==> config.mk <==
export PLATFORM = sky130hd
export DESIGN_NAME = matched_filter_sequencer_flat
export DESIGN_NICKNAME = d
export VERILOG_FILES = /design/src/rtl/matched_filter_sequencer_if.sv /design/src/rtl/matched_filter_sequencer.sv /design/src/flat_wrapper.sv
export SDC_FILE = /design/constraint.sdc
export NUM_CORES = 1
export LEC_CHECK = 0
export BUFFER_PORTS_ARGS = -buffer_cell sky130_fd_sc_hd__buf_4
export CAP_MARGIN = 0
export CORE_MARGIN = 4
export CORE_UTILIZATION = 50
export CTS_CLUSTER_DIAMETER = 30
export DETAILED_ROUTE_END_ITERATION = 8
export PLACE_DENSITY_LB_ADDON = 0.08
export SYNTH_ARGS = -nofsm -noshare
export SYNTH_HDL_FRONTEND = slang
export SYNTH_SLANG_ARGS = --single-unit
export TNS_END_PERCENT = 30
==> constraint.sdc <==
create_clock -name clk -period 2.3 [get_ports clk]
set_input_delay 0.23 -clock clk [delete_from_list [all_inputs] [get_ports clk]]
set_output_delay 0.23 -clock clk [all_outputs]
set_load 0.005 [all_outputs]
==> src/rtl/matched_filter_sequencer_if.sv <==
// matched_filter_sequencer_if
// Bundles the control, sample-source, matched-filter and detection-record
// signals of the matched filter sequencer.
//   master : the environment (control, sample source, filter score side)
//   slave  : the sequencer itself
// Signals:
//   start/stop         framing control pulses
//   threshold          detection threshold (unsigned)
//   s_axii{v,d}/s_axiir source sample handshake
//   mf_axio{v,d}       sample stream into the matched filter
//   mf_score_valid/mf_score  score returned by the filter
//   det_*              one detection record per frame
//   busy               sequencer not idle
interface matched_filter_sequencer_if #(
  parameter int SAMPLE_DATA_WIDTH = 8,
  parameter int MATCH_SCORE_WIDTH = 16,
  parameter int FRAME_COUNT_WIDTH = 16
);
  logic                         start;
  logic                         stop;
  logic [MATCH_SCORE_WIDTH-1:0] threshold;
  logic                         s_axiiv;
  logic [SAMPLE_DATA_WIDTH-1:0] s_axiid;
  logic                         s_axiir;
  logic                         mf_axiov;
  logic [SAMPLE_DATA_WIDTH-1:0] mf_axiod;
  logic                         mf_score_valid;
  logic [MATCH_SCORE_WIDTH-1:0] mf_score;
  logic                         det_valid;
  logic                         det_hit;
  logic [1:0]                   det_status;
  logic [MATCH_SCORE_WIDTH-1:0] det_score;
  logic [FRAME_COUNT_WIDTH-1:0] det_frame;
  logic                         busy;

  modport master (
    output start, stop, threshold, s_axiiv, s_axiid, mf_score_valid, mf_score,
    input  s_axiir, mf_axiov, mf_axiod, det_valid, det_hit, det_status,
           det_score, det_frame, busy
  );

  modport slave (
    input  start, stop, threshold, s_axiiv, s_axiid, mf_score_valid, mf_score,
    output s_axiir, mf_axiov, mf_axiod, det_valid, det_hit, det_status,
           det_score, det_frame, busy
  );
endinterface

==> src/rtl/matched_filter_sequencer.sv <==
// matched_filter_sequencer
// Cuts the incoming sample stream into contiguous windows of FRAME_LENGTH
// samples, forwards them (one cycle late) to the matched filter, waits for
// the filter's score, compares it to the threshold latched at frame start
// and emits one detection record per frame.
// Ports:
//   clk  clock
//   rst  synchronous active-high reset
//   bus  matched_filter_sequencer_if.slave (control, source, filter, record)
module matched_filter_sequencer #(
  parameter int SAMPLE_DATA_WIDTH = 8,
  parameter int MATCH_SCORE_WIDTH = 16,
  parameter int FRAME_LENGTH      = 2000,
  parameter int SCORE_TIMEOUT     = 64,
  parameter int FRAME_COUNT_WIDTH = 16
) (
  input  logic                        clk,
  input  logic                        rst,
  matched_filter_sequencer_if.slave   bus
);
  localparam int CNT_W = $clog2(FRAME_LENGTH + 1);
  localparam int TO_W  = $clog2(SCORE_TIMEOUT + 1);
  localparam logic [CNT_W-1:0] LAST_IDX = CNT_W'(FRAME_LENGTH - 1);
  localparam logic [CNT_W-1:0] CNT_ONE  = CNT_W'(1);
  localparam logic [TO_W-1:0]  TO_MAX   = TO_W'(SCORE_TIMEOUT);
  localparam logic [TO_W-1:0]  TO_ONE   = TO_W'(1);
  localparam logic [FRAME_COUNT_WIDTH-1:0] FR_ONE = FRAME_COUNT_WIDTH'(1);

  localparam logic [1:0] ST_OK      = 2'b00;
  localparam logic [1:0] ST_ABORT   = 2'b01;
  localparam logic [1:0] ST_TIMEOUT = 2'b10;

  typedef enum logic [1:0] {IDLE, FILL, WAIT_SCORE, REPORT} state_e;

  state_e                         state_q;
  logic [CNT_W-1:0]               sample_cnt_q;
  logic [TO_W-1:0]                wait_cnt_q;
  logic [FRAME_COUNT_WIDTH-1:0]   frame_cnt_q;
  logic [MATCH_SCORE_WIDTH-1:0]   thr_q;
  logic                           stop_pend_q;
  logic                           mf_axiov_q;
  logic [SAMPLE_DATA_WIDTH-1:0]   mf_axiod_q;
  logic                           det_valid_q;
  logic                           det_hit_q;
  logic [1:0]                     det_status_q;
  logic [MATCH_SCORE_WIDTH-1:0]   det_score_q;
  logic [FRAME_COUNT_WIDTH-1:0]   det_frame_q;

  logic                           accept;
  logic                           rep_go_d;
  logic [1:0]                     rep_status_d;
  logic [MATCH_SCORE_WIDTH-1:0]   rep_score_d;

  assign accept        = bus.s_axiiv && (state_q == FILL);
  assign bus.s_axiir   = (state_q == FILL);
  assign bus.busy      = (state_q != IDLE);
  assign bus.mf_axiov  = mf_axiov_q;
  assign bus.mf_axiod  = mf_axiod_q;
  assign bus.det_valid = det_valid_q;
  assign bus.det_hit   = det_hit_q;
  assign bus.det_status = det_status_q;
  assign bus.det_score = det_score_q;
  assign bus.det_frame = det_frame_q;

  // Frame-ending events that produce a record on the next cycle.
  always_comb begin
    rep_go_d     = 1'b0;
    rep_status_d = ST_OK;
    rep_score_d  = '0;
    case (state_q)
      FILL: begin
        // A gap inside a frame would clear the filter mid-window: abort.
        if (!accept && (sample_cnt_q != '0)) begin
          rep_go_d     = 1'b1;
          rep_status_d = ST_ABORT;
        end
      end
      WAIT_SCORE: begin
        if (bus.mf_score_valid) begin
          rep_go_d    = 1'b1;
          rep_score_d = bus.mf_score;
        end else if (wait_cnt_q == TO_MAX) begin
          rep_go_d     = 1'b1;
          rep_status_d = ST_TIMEOUT;
        end
      end
      default: ;
    endcase
  end

  always_ff @(posedge clk) begin
    if (rst) begin
      state_q      <= IDLE;
      sample_cnt_q <= '0;
      wait_cnt_q   <= '0;
      frame_cnt_q  <= '0;
      thr_q        <= '0;
      stop_pend_q  <= 1'b0;
      mf_axiov_q   <= 1'b0;
      mf_axiod_q   <= '0;
      det_valid_q  <= 1'b0;
      det_hit_q    <= 1'b0;
      det_status_q <= '0;
      det_score_q  <= '0;
      det_frame_q  <= '0;
    end else begin
      mf_axiov_q  <= accept;
      if (accept) mf_axiod_q <= bus.s_axiid;
      det_valid_q <= 1'b0;

      case (state_q)
        IDLE: begin
          if (bus.start && !bus.stop) begin
            state_q      <= FILL;
            sample_cnt_q <= '0;
            thr_q        <= bus.threshold;
          end
        end
        FILL: begin
          if (bus.stop && (sample_cnt_q == '0)) begin
            // Nothing in flight yet: stop immediately.
            state_q <= IDLE;
          end else begin
            if (bus.stop) stop_pend_q <= 1'b1;
            if (accept) begin
              if (sample_cnt_q == LAST_IDX) begin
                state_q    <= WAIT_SCORE;
                wait_cnt_q <= '0;
              end
              sample_cnt_q <= sample_cnt_q + CNT_ONE;
            end
          end
        end
        WAIT_SCORE: begin
          if (bus.stop) stop_pend_q <= 1'b1;
          if (!rep_go_d) wait_cnt_q <= wait_cnt_q + TO_ONE;
        end
        REPORT: begin
          // A stop arriving on the report cycle itself still ends framing here.
          if (stop_pend_q || bus.stop) begin
            state_q     <= IDLE;
            stop_pend_q <= 1'b0;
          end else begin
            state_q      <= FILL;
            sample_cnt_q <= '0;
            thr_q        <= bus.threshold;
          end
        end
        default: state_q <= IDLE;
      endcase

      if (rep_go_d) begin
        state_q      <= REPORT;
        det_valid_q  <= 1'b1;
        det_status_q <= rep_status_d;
        det_score_q  <= rep_score_d;
        det_hit_q    <= (rep_status_d == ST_OK) && (rep_score_d >= thr_q);
        det_frame_q  <= frame_cnt_q;
        frame_cnt_q  <= frame_cnt_q + FR_ONE;
      end
    end
  end
endmodule

==> src/flat_wrapper.sv <==
// flat-port wrapper written by rule: the top's interface ports become plain ports
module matched_filter_sequencer_flat 
#(
  parameter int SAMPLE_DATA_WIDTH = 8,
  parameter int MATCH_SCORE_WIDTH = 16,
  parameter int FRAME_LENGTH      = 2000,
  parameter int SCORE_TIMEOUT     = 64,
  parameter int FRAME_COUNT_WIDTH = 16
)
  (clk, rst, bus_start, bus_stop, bus_threshold, bus_s_axiiv, bus_s_axiid, bus_mf_score_valid, bus_mf_score, bus_s_axiir, bus_mf_axiov, bus_mf_axiod, bus_det_valid, bus_det_hit, bus_det_status, bus_det_score, bus_det_frame, bus_busy);
  matched_filter_sequencer_if #(.SAMPLE_DATA_WIDTH(SAMPLE_DATA_WIDTH), .MATCH_SCORE_WIDTH(MATCH_SCORE_WIDTH), .FRAME_COUNT_WIDTH(FRAME_COUNT_WIDTH)) bus_i ();
  input  logic clk;
  input  logic rst;
  input wire logic [$bits(bus_i.start)-1:0] bus_start;
  input wire logic [$bits(bus_i.stop)-1:0] bus_stop;
  input wire logic [$bits(bus_i.threshold)-1:0] bus_threshold;
  input wire logic [$bits(bus_i.s_axiiv)-1:0] bus_s_axiiv;
  input wire logic [$bits(bus_i.s_axiid)-1:0] bus_s_axiid;
  input wire logic [$bits(bus_i.mf_score_valid)-1:0] bus_mf_score_valid;
  input wire logic [$bits(bus_i.mf_score)-1:0] bus_mf_score;
  output wire logic [$bits(bus_i.s_axiir)-1:0] bus_s_axiir;
  output wire logic [$bits(bus_i.mf_axiov)-1:0] bus_mf_axiov;
  output wire logic [$bits(bus_i.mf_axiod)-1:0] bus_mf_axiod;
  output wire logic [$bits(bus_i.det_valid)-1:0] bus_det_valid;
  output wire logic [$bits(bus_i.det_hit)-1:0] bus_det_hit;
  output wire logic [$bits(bus_i.det_status)-1:0] bus_det_status;
  output wire logic [$bits(bus_i.det_score)-1:0] bus_det_score;
  output wire logic [$bits(bus_i.det_frame)-1:0] bus_det_frame;
  output wire logic [$bits(bus_i.busy)-1:0] bus_busy;
  assign bus_i.start = bus_start;
  assign bus_i.stop = bus_stop;
  assign bus_i.threshold = bus_threshold;
  assign bus_i.s_axiiv = bus_s_axiiv;
  assign bus_i.s_axiid = bus_s_axiid;
  assign bus_i.mf_score_valid = bus_mf_score_valid;
  assign bus_i.mf_score = bus_mf_score;
  assign bus_s_axiir = bus_i.s_axiir;
  assign bus_mf_axiov = bus_i.mf_axiov;
  assign bus_mf_axiod = bus_i.mf_axiod;
  assign bus_det_valid = bus_i.det_valid;
  assign bus_det_hit = bus_i.det_hit;
  assign bus_det_status = bus_i.det_status;
  assign bus_det_score = bus_i.det_score;
  assign bus_det_frame = bus_i.det_frame;
  assign bus_busy = bus_i.busy;
  matched_filter_sequencer #(.SAMPLE_DATA_WIDTH(SAMPLE_DATA_WIDTH), .MATCH_SCORE_WIDTH(MATCH_SCORE_WIDTH), .FRAME_LENGTH(FRAME_LENGTH), .SCORE_TIMEOUT(SCORE_TIMEOUT), .FRAME_COUNT_WIDTH(FRAME_COUNT_WIDTH)) u_core (.clk(clk), .rst(rst), .bus(bus_i));
endmodule
==> results of run 1 <==
-- area by class of cell --
| cell class | instances | area [um2] | share of cell area [%] |
|---|---|---|---|
| multi-input combinational | 427 | 2640 | 43.0 |
| tap | 111 | 139 | 2.27 |
| inverter | 32 | 120 | 1.96 |
| timing repair buffer | 132 | 1060 | 17.3 |
| clock buffer | 11 | 141 | 2.31 |
| clock inverter | 5 | 61.3 | 1.00 |
| sequential | 98 | 1970 | 32.1 |
-- report_power, final --
group / switching (mW) / internal, mW
Sequential: 0.0213 / 1.75
Clock: 0.597 / 0.540
Combinational: 0.381 / 0.305
-- Yosys cell counts (2+ instances only) --
library cell | n | share of area [%]
a2111oi_0 | 6 | 1.1
a211oi_1 | 11 | 1.7
a21o_1 | 4 | 0.64
a21oi_1 | 86 | 9.1
a22oi_1 | 2 | 0.32
a41o_1 | 2 | 0.42
a41oi_1 | 4 | 0.74
and2_1 | 2 | 0.26
and3_1 | 19 | 2.5
and4_1 | 5 | 0.93
buf_1 | 2 | 0.16
buf_2 | 7 | 0.74
clkbuf_1 | 23 | 1.8
dfxtp_1 | 98 | 42
ha_1 | 26 | 6.9
inv_1 | 32 | 2.5
nand2_1 | 89 | 7.1
nand2b_1 | 4 | 0.53
nand3_1 | 22 | 2.3
nand3b_1 | 2 | 0.32
nand4_1 | 10 | 1.3
nor2_1 | 57 | 4.5
nor2b_1 | 5 | 0.66
o21ai_0 | 13 | 1.4
o31a_1 | 2 | 0.37
o31ai_1 | 6 | 0.95
o41ai_1 | 2 | 0.37
or2_2 | 2 | 0.26
or3_1 | 7 | 0.93
or4_1 | 5 | 0.79
xnor2_1 | 14 | 2.6
-- state kept, by name, indices dropped and copies added (netlist names), 2 cells and up --
name and flops:
u_core.sample_cnt_q 11, u_core.bus.det_status 2, u_core.bus.det_score 16, u_core.thr_q 16, u_core.bus.det_frame 16, u_core.wait_cnt_q 7
u_core.frame_cnt_q 16, u_core.state_q 2, u_core.bus.mf_axiod 8
-- per-stage QoR --
stage | hold slack, ns | instance area (um2) | setup TNS, ns | utilization [%]
final | 0.0931 | 6120 | 0 | 66.6
after floorplan | 0.369 | 4750 | 0 | -
after detailed placement | 0.449 | 5710 | -0.256 | 62.1
after CTS | 0.0788 | 5960 | 0 | 64.8
after global routing | 0.0799 | 6120 | -0.639 | 66.6
after global placement | 0.440 | 5710 | -0.105 | 62.1
-- kinds of logic after synthesis --
kind of cell | Yosys count
AOI/OAI and AO/OA | 150
xor gates and xnor gates | 14
adders and majority gates | 26
buffers and inverters | 65
DFF | 98
muxes | 1
and+or+nand+nor | 236
-- worst max-delay path: stages, from the launching register on --
cell     delay [ns]
dfxtp_2        0.32
inv_1          0.05
ha_1           0.12
or4b_4         0.49
o31a_1         0.30
o31a_1         0.36
or4_1          0.48
o21ai_0        0.07
-- final timing paths --
path                                                       startpoint                               endpoint  slack, ns
worst max-delay path              u_core.sample_cnt_q[0]$_SDFFE_PP0P_      u_core.wait_cnt_q[2]$_SDFFE_PP0P_       0.04
worst min register to register  u_core.bus.det_frame[14]$_SDFFE_PP0P_  u_core.bus.det_frame[14]$_SDFFE_PP0P_       0.45
worst min-delay path                                 bus_threshold[9]           u_core.thr_q[9]$_SDFFE_PP0P_       0.09
worst max register to register    u_core.sample_cnt_q[0]$_SDFFE_PP0P_      u_core.wait_cnt_q[2]$_SDFFE_PP0P_       0.04
-- per-layer routing --
layer / vias to the layer above / global-route usage (%) / routed length [um]
li1: 2275 / - / -
met1: 2105 / 28.3 / 5350
met2: 133 / 32.3 / 5620
met3: 15 / 5.13 / 817
met4: 0 / 6.94 / 170
met5: - / 0 / 0
-- what timing repair did --
action | in CTS | in global routing
pin swaps | 5 | 10
gates resized for setup | 9 | 26
setup buffers | 2 | 4
gates cloned | 0 | 2
setup endpoints to repair | 6 | 55
==> results.cfg, run 1 <==
[critical_path]
cp-start-kind = register
end_kind = register
crit_arrival_ns = 2.54
path_class = reg2reg
crit_required_ns = 2.59
critical_path.max_fanout = 11
r2r_cells = 7

[placement]
post-dp-hpwl_mm = 8.65
gp_congestion = 0.876
pre_cts_ws_ns = -0.148
io_buffers = 92
dp_cells = 792

[route]
wl_per_cell_um = 14.7
postRouteAntennaNets = 0
vias = 4528
dr.first_iter.drc_count = 234
firstDrtPassIters = 5
drt_wl_total_mm = 12.0
vias_per_cell = 5.55
route.detailed.drc = 0

[logic_synthesis]
synth_top_family_by_area = simple AND/OR/NAND/NOR gates
synth_fp_nets = 662
ys_seq_elements = 98
syn_inst = 590
synth-compound-area-share_pct = 19.4
ys_types = 52
synth_xor_area_share_pct = 2.60
synthFlopType = dfxtp_1
synth_edf_count = 0
synthArstFlopShare_pct = 0
yosys.area_share.simple_pct = 23.8
seq_area_frac_synth_pct = 41.5
muxShareOfSynthArea_pct = 0.212
syn-cell-area_mm2 = 0.00472
synth_fa_ha_area_share_pct = 6.89
yosysWarnings = 0
syn_avg_cell_area_um2 = 8.00

[sta]
setup_viol = 0
layout_setup_ws_ns = 0.0440
slew_headroom_pct = 55.5
tightest_slew_ns = 0.668
rsz0062_at_grt = true
skew_ns = 0.0128
max_freq_mhz = 443
slew_violations = 0
fin_crit_sh_pct = 98.1
period_minus_slack_ns = 2.26
hold_violations = 0

[finish]
syn_to_final_growth_pct = 29.6
n_antenna_cell = 0
layout_common_cells = 125 x buf_4, 94 x dfxtp_1, 87 x nand2_1
layout_commonest_cell = buf_4
nets = 772
fillers = 800
instances_no_fill = 816
final_layout_size_suffix_gt1_share_pct = 26.1

[power]
p_per_area_mw_per_mm2 = 588
leakage_nw = 2.45
power_mw = 3.60
ir_worst_vdd_mv = 0.365

[grt]
overflow = 0
grt_pass1_vias = 4057
grt_pass1_wl_mm = 19.2
grt_max_degree = 62
antenna_found_initial = 0
grt_usage_pct = 20.8

[hold_path]
hold_path.class = in2reg
holdPathStages = 3

[die]
rows = 35
io_pins = 93
die_h_um = 105
die-area_mm2 = 0.0111
dieWidth_um = 105
start_util_pct = 51.3
coreArea_mm2 = 0.00920

[clocking]
cts_root_buf = clkbuf_8
insertion_delay_ns = 0.36
cts_inserted_buffers = 9
cts-htree-levels = 3
hold_buffers = 0
cts_tree = yes
cts_num_sinks = 98
clkTransAtPathRegs_ns = 0.09
max-clock-path-buffers = 2

[run]
maxCapViolCount = 0

[outcome]
status = complete, no violations
No activity file was read; power rests on OpenSTA's default activity.
==> run 2: changes to the inputs <==
PLACE_DENSITY = 0.73   (was not set)
PLACE_DENSITY_LB_ADDON = not set   (was 0.08)
RECOVER_POWER = 50   (was not set)
==> run 2 against run 1 <==
  * The flow now finishes with violations (setup timing)
  * Clock-buffer cell count is the same
  * Clock power grew 9.6%
  * Register-to-register slack lost 0.13 ns
==> results.cfg, run 2 (same netlist as run 1, synthesis figures left out) <==
[placement]
io_buffers = 92
pre_cts_ws_ns = -0.0968
dp_cells = 792
gp_congestion = 0.867
post-dp-hpwl_mm = 8.51

[power]
leakage_nw = 2.48
comb_power_share_pct = 18.7
p_per_area_mw_per_mm2 = 591
switchingPower_mw = 1.04
intPower_mw = 2.69
p_sw_share_pct = 27.8
seqPwrFrac_pct = 47.7
clockPowerShare_pct = 33.6
ir_worst_vdd_mv = 0.370

[sta]
max_freq_mhz = 420
tightest_slew_ns = 0.613
rsz0062_at_grt = true
tns_ns = -0.667
layout_setup_ws_ns = -0.0813
slew_headroom_pct = 59.2
setup_viol = 28
period_minus_slack_ns = 2.38
skew_ns = 0.0195
slew_violations = 0
hold_violations = 0
fin_crit_sh_pct = 104

[hold_path]
hold_path.class = in2reg
hp-start = bus_threshold[13]

[die]
die_h_um = 105
rows = 35
coreArea_mm2 = 0.00920
start_util_pct = 51.3
die-area_mm2 = 0.0111
dieWidth_um = 105
io_pins = 93

[clocking]
cts_root_buf = clkbuf_8
cts_tree = yes
insertion_delay_ns = 0.37
cts_num_sinks = 98
cts-htree-levels = 3
clkTransAtPathRegs_ns = 0.10
max-clock-path-buffers = 2
cts_inserted_buffers = 9

[finish]
utilization_pct = 68.7
final_layout_size_suffix_gt1_share_pct = 29.0
syn_to_final_growth_pct = 33.7
nets = 777
instances_no_fill = 821
layout_common_cells = 94 x dfxtp_1, 82 x buf_4, 78 x nand2_1
fillers = 728
layout_commonest_cell = dfxtp_1
n_antenna_cell = 0

[critical_path]
end_kind = register
critPathLaunch = u_core.sample_cnt_q[1]$_SDFFE_PP0P_
crit_arrival_ns = 2.67
cp-start-kind = register
reg2reg_from = u_core.sample_cnt_q[1]$_SDFFE_PP0P_
critical_path.max_fanout = 5
path_class = reg2reg
crit_required_ns = 2.59

[route]
postRouteAntennaNets = 0
drt_wl_total_mm = 12.3
dr.first_iter.drc_count = 195
route.detailed.drc = 0
vias = 4502
firstDrtPassIters = 5
vias_per_cell = 5.48
wl_per_cell_um = 15.0

[grt]
overflow = 0
grt_pass1_vias = 4213
antenna_found_initial = 0
grt_pass1_wl_mm = 19.8
grt_usage_pct = 21.4
grt_max_degree = 59

[outcome]
violations = setup timing
status = finished, violations left

[run]
maxCapViolCount = 0
run 2: final cells by class:
class | count | area [um2] | area share, %
tap | 111 | 139 | 2.20
multi-input combinational | 427 | 2720 | 43.1
clock inverter | 5 | 87.6 | 1.39
sequential | 98 | 1970 | 31.2
timing repair buffer | 137 | 1150 | 18.1
clock buffer | 11 | 131 | 2.08
inverter | 32 | 120 | 1.90
run 2: repair_timing:
item	4_1_cts	5_1_grt
gates resized for setup	9	53
hold endpoints to repair	0	0
endpoints found under the setup margin	44	46
buffers inserted	5	3
cloned	2	3
pin swaps	7	42
hold buffers	0	0
run 2: power by group through the flow:
stage	registers [mW]	logic, mW	clock network [mW]
6_report	1.78	0.699	1.25
5_1_grt	1.78	0.782	1.33
4_1_cts	1.78	0.664	1.27
3_5_place_dp	1.82	0.644	0
3_3_place_gp	1.81	0.631	0
2_1_floorplan	1.81	0.381	0
run 2: stage by stage:
step / cell area, um2 / power (mW) / hold slack, ns
floorplan: 4750 / 2.19 / 0.369
global placement: 5740 / 2.44 / 0.442
CTS: 6030 / 3.71 / 0.0695
detailed placement: 5740 / 2.46 / 0.447
finish: 6310 / 3.73 / 0.0864
global route: 6310 / 3.90 / 0.0840
run 2: final timing paths:
kind / slack [ns] / endpoint / depth (start not counted)
hold / removal: 0.09 / u_core.thr_q[13]$_SDFFE_PP0P_ / 3
hold reg to reg: 0.46 / u_core.bus.det_frame[5]$_SDFFE_PP0P_ / 2
setup reg to reg: -0.08 / u_core.bus.det_frame[7]$_SDFFE_PP0P_ / 10
setup / recovery: -0.08 / u_core.bus.det_frame[7]$_SDFFE_PP0P_ / 10
run 2: worst max-delay path, stage by stage (launching register included):
cell and delay [ns]:
dfxtp_2 0.33, inv_2 0.06, ha_4 0.12, or4b_4 0.46, o31a_1 0.34, buf_6 0.14, o31ai_4 0.32, buf_6 0.20
clkbuf_16 0.15, nand2_1 0.06, a21oi_1 0.13
run 2: per-layer routing:
layer	share of wire (%)	up-vias	GRT usage (%)	wire [um]
li1	-	2299	-	-
met1	45	2082	29.4	5600
met2	48	109	34.2	5990
met3	5.2	12	4.14	642
met4	0.96	0	6.37	119
met5	0	-	0	0
